<file path="src/rtl/ex_muldiv_pkg.sv">
`default_nettype none
// ============================================================================
// Module  : ex_muldiv_pkg
// Purpose : Op codes and FSM encodings shared by the EX-stage mul/div unit.
// Revision: 1.0
// ============================================================================
package ex_muldiv_pkg;

    typedef enum logic [1:0] {
        MD_MULT  = 2'd0,
        MD_MULTU = 2'd1,
        MD_DIV   = 2'd2,
        MD_DIVU  = 2'd3
    } md_op_e;

    typedef enum logic [1:0] {
        S_IDLE = 2'd0,
        S_MUL  = 2'd1,
        S_DIV  = 2'd2,
        S_DONE = 2'd3
    } md_state_e;

    function automatic logic md_is_div(input md_op_e op);
        return (op == MD_DIV) || (op == MD_DIVU);
    endfunction

    function automatic logic md_is_signed(input md_op_e op);
        return (op == MD_MULT) || (op == MD_DIV);
    endfunction

endpackage
`default_nettype wire

</file>
<file path="src/rtl/ex_muldiv_div.sv">
`default_nettype none
// ============================================================================
// Module  : ex_muldiv_div
// Purpose : Iterative restoring radix-2 divider, one quotient bit per cycle.
// Revision: 1.0
// ============================================================================
module ex_muldiv_div #(
    parameter int DATA_W = 32
) (
    input  logic              clk,
    input  logic              rst,
    input  logic              abort_i,
    input  logic              start_i,
    input  logic              signed_i,
    input  logic [DATA_W-1:0] opa_i,
    input  logic [DATA_W-1:0] opb_i,
    output logic              ready_o,
    output logic [DATA_W-1:0] quotient_o,
    output logic [DATA_W-1:0] remainder_o
);

    localparam int CNT_W = (DATA_W > 1) ? $clog2(DATA_W) : 1;

    logic              busy_q;
    logic [CNT_W-1:0]  cnt_q;
    logic [DATA_W-1:0] rem_q;
    logic [DATA_W-1:0] quo_q;
    logic [DATA_W-1:0] dvs_q;
    logic              neg_quo_q;
    logic              neg_rem_q;

    logic              a_neg;
    logic              b_neg;
    logic [DATA_W-1:0] a_mag;
    logic [DATA_W-1:0] b_mag;
    logic [DATA_W:0]   trial;
    logic [DATA_W:0]   diff;
    logic              ge;
    logic [DATA_W-1:0] rem_d;
    logic [DATA_W-1:0] quo_d;

    assign a_neg = signed_i & opa_i[DATA_W-1];
    assign b_neg = signed_i & opb_i[DATA_W-1];
    assign a_mag = a_neg ? (~opa_i + 1'b1) : opa_i;
    assign b_mag = b_neg ? (~opb_i + 1'b1) : opb_i;

    // Shift the next dividend bit into the partial remainder and try to subtract.
    assign trial = {rem_q, quo_q[DATA_W-1]};
    assign diff  = trial - {1'b0, dvs_q};
    assign ge    = ~diff[DATA_W];
    assign rem_d = ge ? diff[DATA_W-1:0] : trial[DATA_W-1:0];
    assign quo_d = {quo_q[DATA_W-2:0], ge};

    // Results are taken straight from the final iteration so the caller can
    // register them on the same edge that ends the divide.
    assign ready_o     = busy_q & (cnt_q == CNT_W'(DATA_W - 1));
    assign quotient_o  = neg_quo_q ? (~quo_d + 1'b1) : quo_d;
    assign remainder_o = neg_rem_q ? (~rem_d + 1'b1) : rem_d;

    always_ff @(posedge clk or posedge rst) begin
        if (rst) begin
            busy_q    <= 1'b0;
            cnt_q     <= '0;
            rem_q     <= '0;
            quo_q     <= '0;
            dvs_q     <= '0;
            neg_quo_q <= 1'b0;
            neg_rem_q <= 1'b0;
        end else if (abort_i) begin
            busy_q <= 1'b0;
        end else if (start_i) begin
            busy_q    <= 1'b1;
            cnt_q     <= '0;
            rem_q     <= '0;
            quo_q     <= a_mag;
            dvs_q     <= b_mag;
            neg_quo_q <= a_neg ^ b_neg;
            neg_rem_q <= a_neg;
        end else if (busy_q) begin
            rem_q <= rem_d;
            quo_q <= quo_d;
            cnt_q <= cnt_q + 1'b1;
            if (ready_o) begin
                busy_q <= 1'b0;
            end
        end
    end

endmodule
`default_nettype wire

</file>
<file path="src/rtl/ex_muldiv.sv">
`default_nettype none
// ============================================================================
// Module  : ex_muldiv
// Purpose : Multi-cycle MULT/MULTU/DIV/DIVU unit producing {hi,lo} for HI/LO.
// Revision: 1.0
// ============================================================================
module ex_muldiv
    import ex_muldiv_pkg::*;
#(
    parameter int DATA_W     = 32,
    parameter int MUL_STAGES = 2
) (
    input  logic              clk,
    input  logic              rst,
    input  logic              valid_i,
    input  logic [1:0]        op_i,
    input  logic [DATA_W-1:0] opa_i,
    input  logic [DATA_W-1:0] opb_i,
    input  logic              flush_i,
    input  logic              stall_i,
    output logic              stallreq_o,
    output logic              whilo_o,
    output logic [DATA_W-1:0] hi_o,
    output logic [DATA_W-1:0] lo_o
);

    md_state_e               state_q;
    logic                    whilo_q;
    logic [DATA_W-1:0]       hi_q;
    logic [DATA_W-1:0]       lo_q;
    logic [2*DATA_W-1:0]     prod_q;
    logic [MUL_STAGES-1:0]   mul_pipe_q;

    md_op_e                  op;
    logic                    op_signed;
    logic                    accept;
    logic                    div_zero;
    logic                    div_start;
    logic                    div_ready;
    logic [DATA_W-1:0]       div_quo;
    logic [DATA_W-1:0]       div_rem;
    logic [2*DATA_W-1:0]     mul_a_ext;
    logic [2*DATA_W-1:0]     mul_b_ext;
    logic [2*DATA_W-1:0]     product;
    logic                    stallreq;

    assign op        = md_op_e'(op_i);
    assign op_signed = md_is_signed(op);
    assign accept    = (state_q == S_IDLE) & valid_i & ~flush_i;
    assign div_zero  = (opb_i == '0);
    assign div_start = accept & md_is_div(op) & ~div_zero;

    // Sign-extending to the full product width makes one multiplier serve both signednesses.
    assign mul_a_ext = {{DATA_W{op_signed & opa_i[DATA_W-1]}}, opa_i};
    assign mul_b_ext = {{DATA_W{op_signed & opb_i[DATA_W-1]}}, opb_i};
    assign product   = mul_a_ext * mul_b_ext;

    ex_muldiv_div #(
        .DATA_W(DATA_W)
    ) u_div (
        .clk        (clk),
        .rst        (rst),
        .abort_i    (flush_i),
        .start_i    (div_start),
        .signed_i   (op_signed),
        .opa_i      (opa_i),
        .opb_i      (opb_i),
        .ready_o    (div_ready),
        .quotient_o (div_quo),
        .remainder_o(div_rem)
    );

    always_ff @(posedge clk or posedge rst) begin
        if (rst) begin
            state_q    <= S_IDLE;
            whilo_q    <= 1'b0;
            hi_q       <= '0;
            lo_q       <= '0;
            prod_q     <= '0;
            mul_pipe_q <= '0;
        end else begin
            mul_pipe_q <= mul_pipe_q << 1;
            if (flush_i) begin
                state_q    <= S_IDLE;
                whilo_q    <= 1'b0;
                hi_q       <= '0;
                lo_q       <= '0;
                mul_pipe_q <= '0;
            end else begin
                case (state_q)
                    S_IDLE: begin
                        if (valid_i) begin
                            if (!md_is_div(op)) begin
                                prod_q     <= product;
                                mul_pipe_q <= MUL_STAGES'(1);
                                state_q    <= S_MUL;
                            end else if (div_zero) begin
                                whilo_q <= 1'b1;
                                hi_q    <= opa_i;
                                lo_q    <= '1;
                                state_q <= S_DONE;
                            end else begin
                                state_q <= S_DIV;
                            end
                        end
                    end
                    S_MUL: begin
                        if (mul_pipe_q[MUL_STAGES-1]) begin
                            whilo_q <= 1'b1;
                            hi_q    <= prod_q[2*DATA_W-1:DATA_W];
                            lo_q    <= prod_q[DATA_W-1:0];
                            state_q <= S_DONE;
                        end
                    end
                    S_DIV: begin
                        if (div_ready) begin
                            whilo_q <= 1'b1;
                            hi_q    <= div_rem;
                            lo_q    <= div_quo;
                            state_q <= S_DONE;
                        end
                    end
                    S_DONE: begin
                        if (!stall_i) begin
                            whilo_q <= 1'b0;
                            hi_q    <= '0;
                            lo_q    <= '0;
                            state_q <= S_IDLE;
                        end
                    end
                    default: state_q <= S_IDLE;
                endcase
            end
        end
    end

    always_comb begin
        stallreq = 1'b0;
        if (!flush_i) begin
            case (state_q)
                S_IDLE:       stallreq = valid_i;
                S_MUL, S_DIV: stallreq = 1'b1;
                default:      stallreq = 1'b0;
            endcase
        end
    end

    // The idle-cycle request is combinational, so gate it so reset silences every output.
    assign stallreq_o = stallreq & ~rst;
    assign whilo_o    = whilo_q & ~flush_i;
    assign hi_o       = hi_q;
    assign lo_o       = lo_q;

endmodule
`default_nettype wire

</file>
<file path="config.mk">
export PLATFORM = sky130hd
export DESIGN_NAME = ex_muldiv
export DESIGN_NICKNAME = d
export VERILOG_FILES = /design/src/rtl/ex_muldiv_pkg.sv /design/src/rtl/ex_muldiv_div.sv /design/src/rtl/ex_muldiv.sv
export SDC_FILE = /design/constraint.sdc
export NUM_CORES = 2
export LEC_CHECK = 0
export CAP_MARGIN = 25
export CORE_MARGIN = 3
export CORE_UTILIZATION = 59
export DETAILED_ROUTE_END_ITERATION = 16
export PLACE_DENSITY_LB_ADDON = 0.2
export SETUP_SLACK_MARGIN = 0.02
export SLEW_MARGIN = 20
export SYNTH_ARGS = -nofsm -noshare
export SYNTH_HDL_FRONTEND = slang
export SYNTH_SLANG_ARGS = --single-unit
</file>
<file path="constraint.sdc">
create_clock -name clk -period 7.5 [get_ports clk]
set_input_delay 1.5 -clock clk [delete_from_list [all_inputs] [get_ports clk]]
set_output_delay 1.5 -clock clk [all_outputs]
set_load 0.1 [all_outputs]
</file>
# Word-level counts from Yosys, hierarchy flattened
# Index checks and enable logic that the tools add are counted.
# word_totals
regBits	237
latch_bits	0
ramBits	0
romBits	0
inputBits	71
output_inout_bits	66
mem_count	0
# op_classes
add_sub_neg	6
mul	1
div	0
order_cmp	0
n_eq_ne	12
n_shift	0
muxes	52
bitwise_logic	19
n_reduce_logical	12
# op_table
cell	n
32-bit two-way mux	22
32-bit one-hot mux with 4 select lines	2
32-bit by 1-bit adder with 32-bit output (second input constant)	4
32-bit inverter	4
33-bit by 33-bit multiplier with 64-bit output	1
33-bit by 32-bit subtractor with 33-bit output	1
32-bit logical NOT	1
2-bit two-way mux	10
3-bit != test (second input constant)	5
1-bit two-way mux	13
5-bit two-way mux	2
1-bit bitwise AND	9
2-bit == test (second input constant)	4
2-bit one-hot mux with 4 select lines	1
4-bit AND reduction	2
6-bit AND reduction	1
5-bit by 1-bit adder with 5-bit output (second input constant)	1
5-bit == test (second input constant)	1
1-bit inverter	5
2-bit logical NOT	2
1-bit one-hot mux with 4 select lines	1
2-bit AND reduction	2
3-bit by 2-bit != test with 1-bit output (second input constant)	1
2-bit by 1-bit == test with 1-bit output (second input constant)	1
5 further kinds	6

# Logic depth before layout (Yosys ltp)
# depth
ltp_word	8
ltp_mapped	33

# Cells and area by module
# Synthesis repeated with hierarchy kept, for this count alone.
# hier_totals
cells_unflattened	6002
hier_area_um2	53271.1
# by_module_without_submodules
module	n_inst	cells_per_inst	area_each_um2	seq_area_each_um2
ex_muldiv	1	4791	43736.9	3328.2
ex_muldiv_div	1	1211	9534.1	2602.5

# Worst setup path before layout
# OpenSTA, ideal clock, no wires.
# synth_timing
path_type	input port to flip-flop
from	input opa_i[31]
to	register prod_q[63]
t_arrival_ps	9489
setup_slack_ps	-2118
stages	30
n_path_buf	3
cell_sequence	nor2b_1 -> clkbuf_1 -> clkbuf_1 -> clkbuf_1 -> and2_1 -> fa_1 -> fa_1 -> fa_1 -> inv_1 -> fa_1 -> inv_1 -> fa_1 -> fa_1 -> inv_1 -> fa_1 -> fa_1 -> inv_1 -> ha_1 -> a21o_1 -> a21o_1 -> a21o_1 -> a21oi_1 -> o21bai_1 -> a21oi_1 -> nand2b_1 -> a41oi_1 -> o21bai_1 -> a31oi_1 -> xnor2_1 -> o21ai_1
# synth_via
elab_chain_len	2
# synth_lines
element	line_no	text
start: declaration	ex_muldiv.sv:17	input logic [DATA_W-1:0] opa_i,
1-bit bitwise AND	ex_muldiv.sv:54	assign mul_a_ext = {{DATA_W{op_signed & opa_i[DATA_W-1]}}, opa_i};
33-bit by 33-bit multiplier with 64-bit output *	ex_muldiv.sv:56	assign product = mul_a_ext * mul_b_ext;
end signal: assignment	ex_muldiv.sv:94	prod_q <= product;
end: declaration	ex_muldiv.sv:31	logic [2*DATA_W-1:0] prod_q;
# Mark *: on every way between the ends. The rest lies on a longest branch, timed or not.
# A chain may end at the register's enable or synchronous reset.

# Worst setup path after layout
# layout_timing
from	input opb_i[2]
to	register prod_q[59]
# layout_via
elab_chain_len	1
# layout_lines
element	line_no	text
start: declaration	ex_muldiv.sv:18	input logic [DATA_W-1:0] opb_i,
33-bit by 33-bit multiplier with 64-bit output	ex_muldiv.sv:56	
# No other way between the ends.

==> results.txt <==
Run status - finished, violations left
Failing checks - setup timing
Arr. time, crit path - 9.04 ns
Most common cell after layout, fill and taps aside - inv_1
Share of post-route cells with drive strength above 1 - 18.2%
Largest net degree at the start of global routing - 187
CTS tree - done
Number of enable flip-flop cells after synthesis - 0
Yosys warns - 0
RePlAce Congestion - 0.977
# DRC - 0
Syn Nets - 7458
Initial drt markers - 4344
Max Cap Violations - 0
Worst EP required - 7.91 ns
Worst min-delay path class - reg -> reg
Drt wl/cell - 23.6 um
Num CTS Buffers - 27
Initial core utilization - 59.8%
Fin worst setup slack - -1.13 ns
Main flop type after synthesis - dfrtp_1
# IOs - 137
CTS Buffer Depth - 3
Period minus WS final - 8.63 ns
Vias in the first global route - 47400
CP max stage delay - 0.55 ns
Die X - 306 um
Slew Viols, Final - 0
Via count - 45200
Gr usage total - 39.4%
WS Path Type - in -> reg
Worst Clk Skew - 0.0154 ns
Most frequent cells in the layout - inv_1, fa_1, nand2_1
Grt total ovfl - 0
Post-DRT Antenna Nets - 0
Post-DR vias/cell - 5.85
Core area - 88600 sq um
Max H-tree Level - 1
DRT Pass-1 Iters - 6
Actual slew at the worst max-slew pin - 1.08 ns
Root buffer cell - clkbuf_16
DP HPWL - 140 mm
WHS - 0.478 ns
Relative slew slack - 27.9%
Final period util - 115%
Post-CTS Hold Buffers - 0
Later-pin clock latency in the skew report - 0.55 ns
Post-Syn Area - 53000 sq um
R2R Setup Slk - 1.42 ns
# rows - 109
Slowest CP cell - fa_1
Antenna violations before repair - 16
DIE AREA - 93400 sq um
Final Hold Fails - 0
CP Max Fanout - 6
Global-route wire length before repair - 279 mm
Final WL - 182 mm
Syn Inst Count - 6007
Post-synthesis sequential area ratio - 11.2%
Clock sink count - 237
Worst setup SP type - primary input
Area grow syn2layout - 20.5%
Yosys cell types - 94
PortBufs - 136
Setup-failing EPs final - 43
Async set-reset flop share out of synthesis - 100%
Nets - 7977
Number of synthesized register bits - 237
FMAX - 116 MHz
Die Ht - 306 um
RSZ-0062 raised after global routing - true
Crit end category - flip-flop
Clock-pin slew on the worst setup and hold paths - 0.06 ns
Avg Inst Size Synth - 8.82 sq um
[kinds of logic after synthesis]
| kind of cell | count (synthesis) | share of synthesized area [%] |
|---|---|---|
| simple gates | 1872 | 16.1 |
| fa+ha+maj | 1380 | 48.5 |
| buf+inv | 1541 | 11.1 |
| flops | 237 | 11.2 |
| xor+xnor | 224 | 3.75 |
| compound gates | 728 | 8.82 |
| mux | 25 | 0.484 |
[layer usage]
layer | track usage (%) | routed length (um) | up-vias | part of all wire, %
li1 | - | - | 19300 | -
met1 | 51.4 | 67000 | 22800 | 37
met2 | 60.8 | 81200 | 2505 | 45
met3 | 10.6 | 21500 | 568 | 12
met4 | 20.7 | 12400 | 10 | 6.8
met5 | 0 | 69 | - | 0.038
[cells in the mapped netlist, drive strengths merged, types with 6 or more instances]
cell type,instances,area [sq um]
a211oi,46,350
o21bai,14,105
nand3,24,125
and2,355,2220
dfrtp,237,5930
and3,16,100
o21a,15,114
xor2,82,726
or3,19,121
a21oi,152,772
nor2b,19,119
nand2,1029,3860
o22ai,15,93.8
xnor2,142,1260
nand4,17,106
mux2i,20,200
a21o,45,338
fa,1126,22500
nor4,29,181
a211o,7,62.6
o211ai,22,165
clkbuf,323,1250
nor3,45,258
or2,7,46.3
o211a,6,60.1
a31oi,51,319
nand2b,27,169
buf,58,253
o41ai,13,114
inv,1158,4350
o21ai,221,1110
nor3b,6,45.0
or4,7,56.3
nor2,256,961
a221oi,47,429
o31ai,26,195
ha,254,3180
[metrics by stage]
stage	cells	cell area, sq um	setup WS, ns	TNS (ns)	util (%)
4_1_cts	7675	62900	-1.03	-24.62	71.0
3_3_place_gp	7510	59900	-1.95	-69.56	67.5
2_1_floorplan	6007	54900	-1.19	-21.79	-
6_report	7718	63900	-1.13	-27.74	72.0
3_5_place_dp	7510	59900	-2.03	-74.04	67.5
5_1_grt	7710	63800	-1.27	-36.42	72.0
[worst max-delay path: cells and delay by family]
kind | cells | cell delay [ns]
buf+inv | 13 | 1.29
simple gates | 4 | 0.69
fa+ha+maj | 9 | 3.92
compound gates | 7 | 1.38
xor+xnor | 1 | 0.22
[registers in the layout, indices dropped and copies added, names as in the netlist]
register / flops
prod_q: 64
hi_o: 32
lo_o: 32
u_div.dvs_q: 32
u_div.quo_q: 32
u_div.rem_q: 32
u_div.cnt_q: 5
mul_pipe_q: 2
state_q: 2
u_div.busy_q: 1
u_div.neg_quo_q: 1
u_div.neg_rem_q: 1
whilo_q: 1
[final cells by class]
class                           instances  area [sq um]
Multi-Input combinational cell       4229         42700
Fill cell                            6613         24800
Timing Repair Buffer                  870          8420
Sequential cell                       237          5930
Inverter                             1160          4380
Tap cell                             1165          1460
Clock buffer                           37           773
Clock inverter                         10           128
Antenna cell                            9          22.5
Timing Repair inverter                  1          3.75
[final timing paths]
path	start	end	cells past startpoint
max	opb_i[2]	prod_q[59]	34
min	prod_q[4]	prod_q[4]	2
max reg2reg	u_div.quo_q[31]	hi_o[30]	21
min reg2reg	prod_q[4]	prod_q[4]	2
max in group asynchronous	rst	lo_o[23]	4
min in group asynchronous	rst	hi_o[31]	3
[repair_timing]
item	4_1_cts	5_1_grt
endpoints found under the setup margin	49	48
cloned	19	0
setup buffers	102	42
gates resized for setup	364	179
pin swaps	156	198
Power is left out: the tool's default activity adds up to more than one toggle a clock period on the data nets, which glitch-free logic cannot reach.
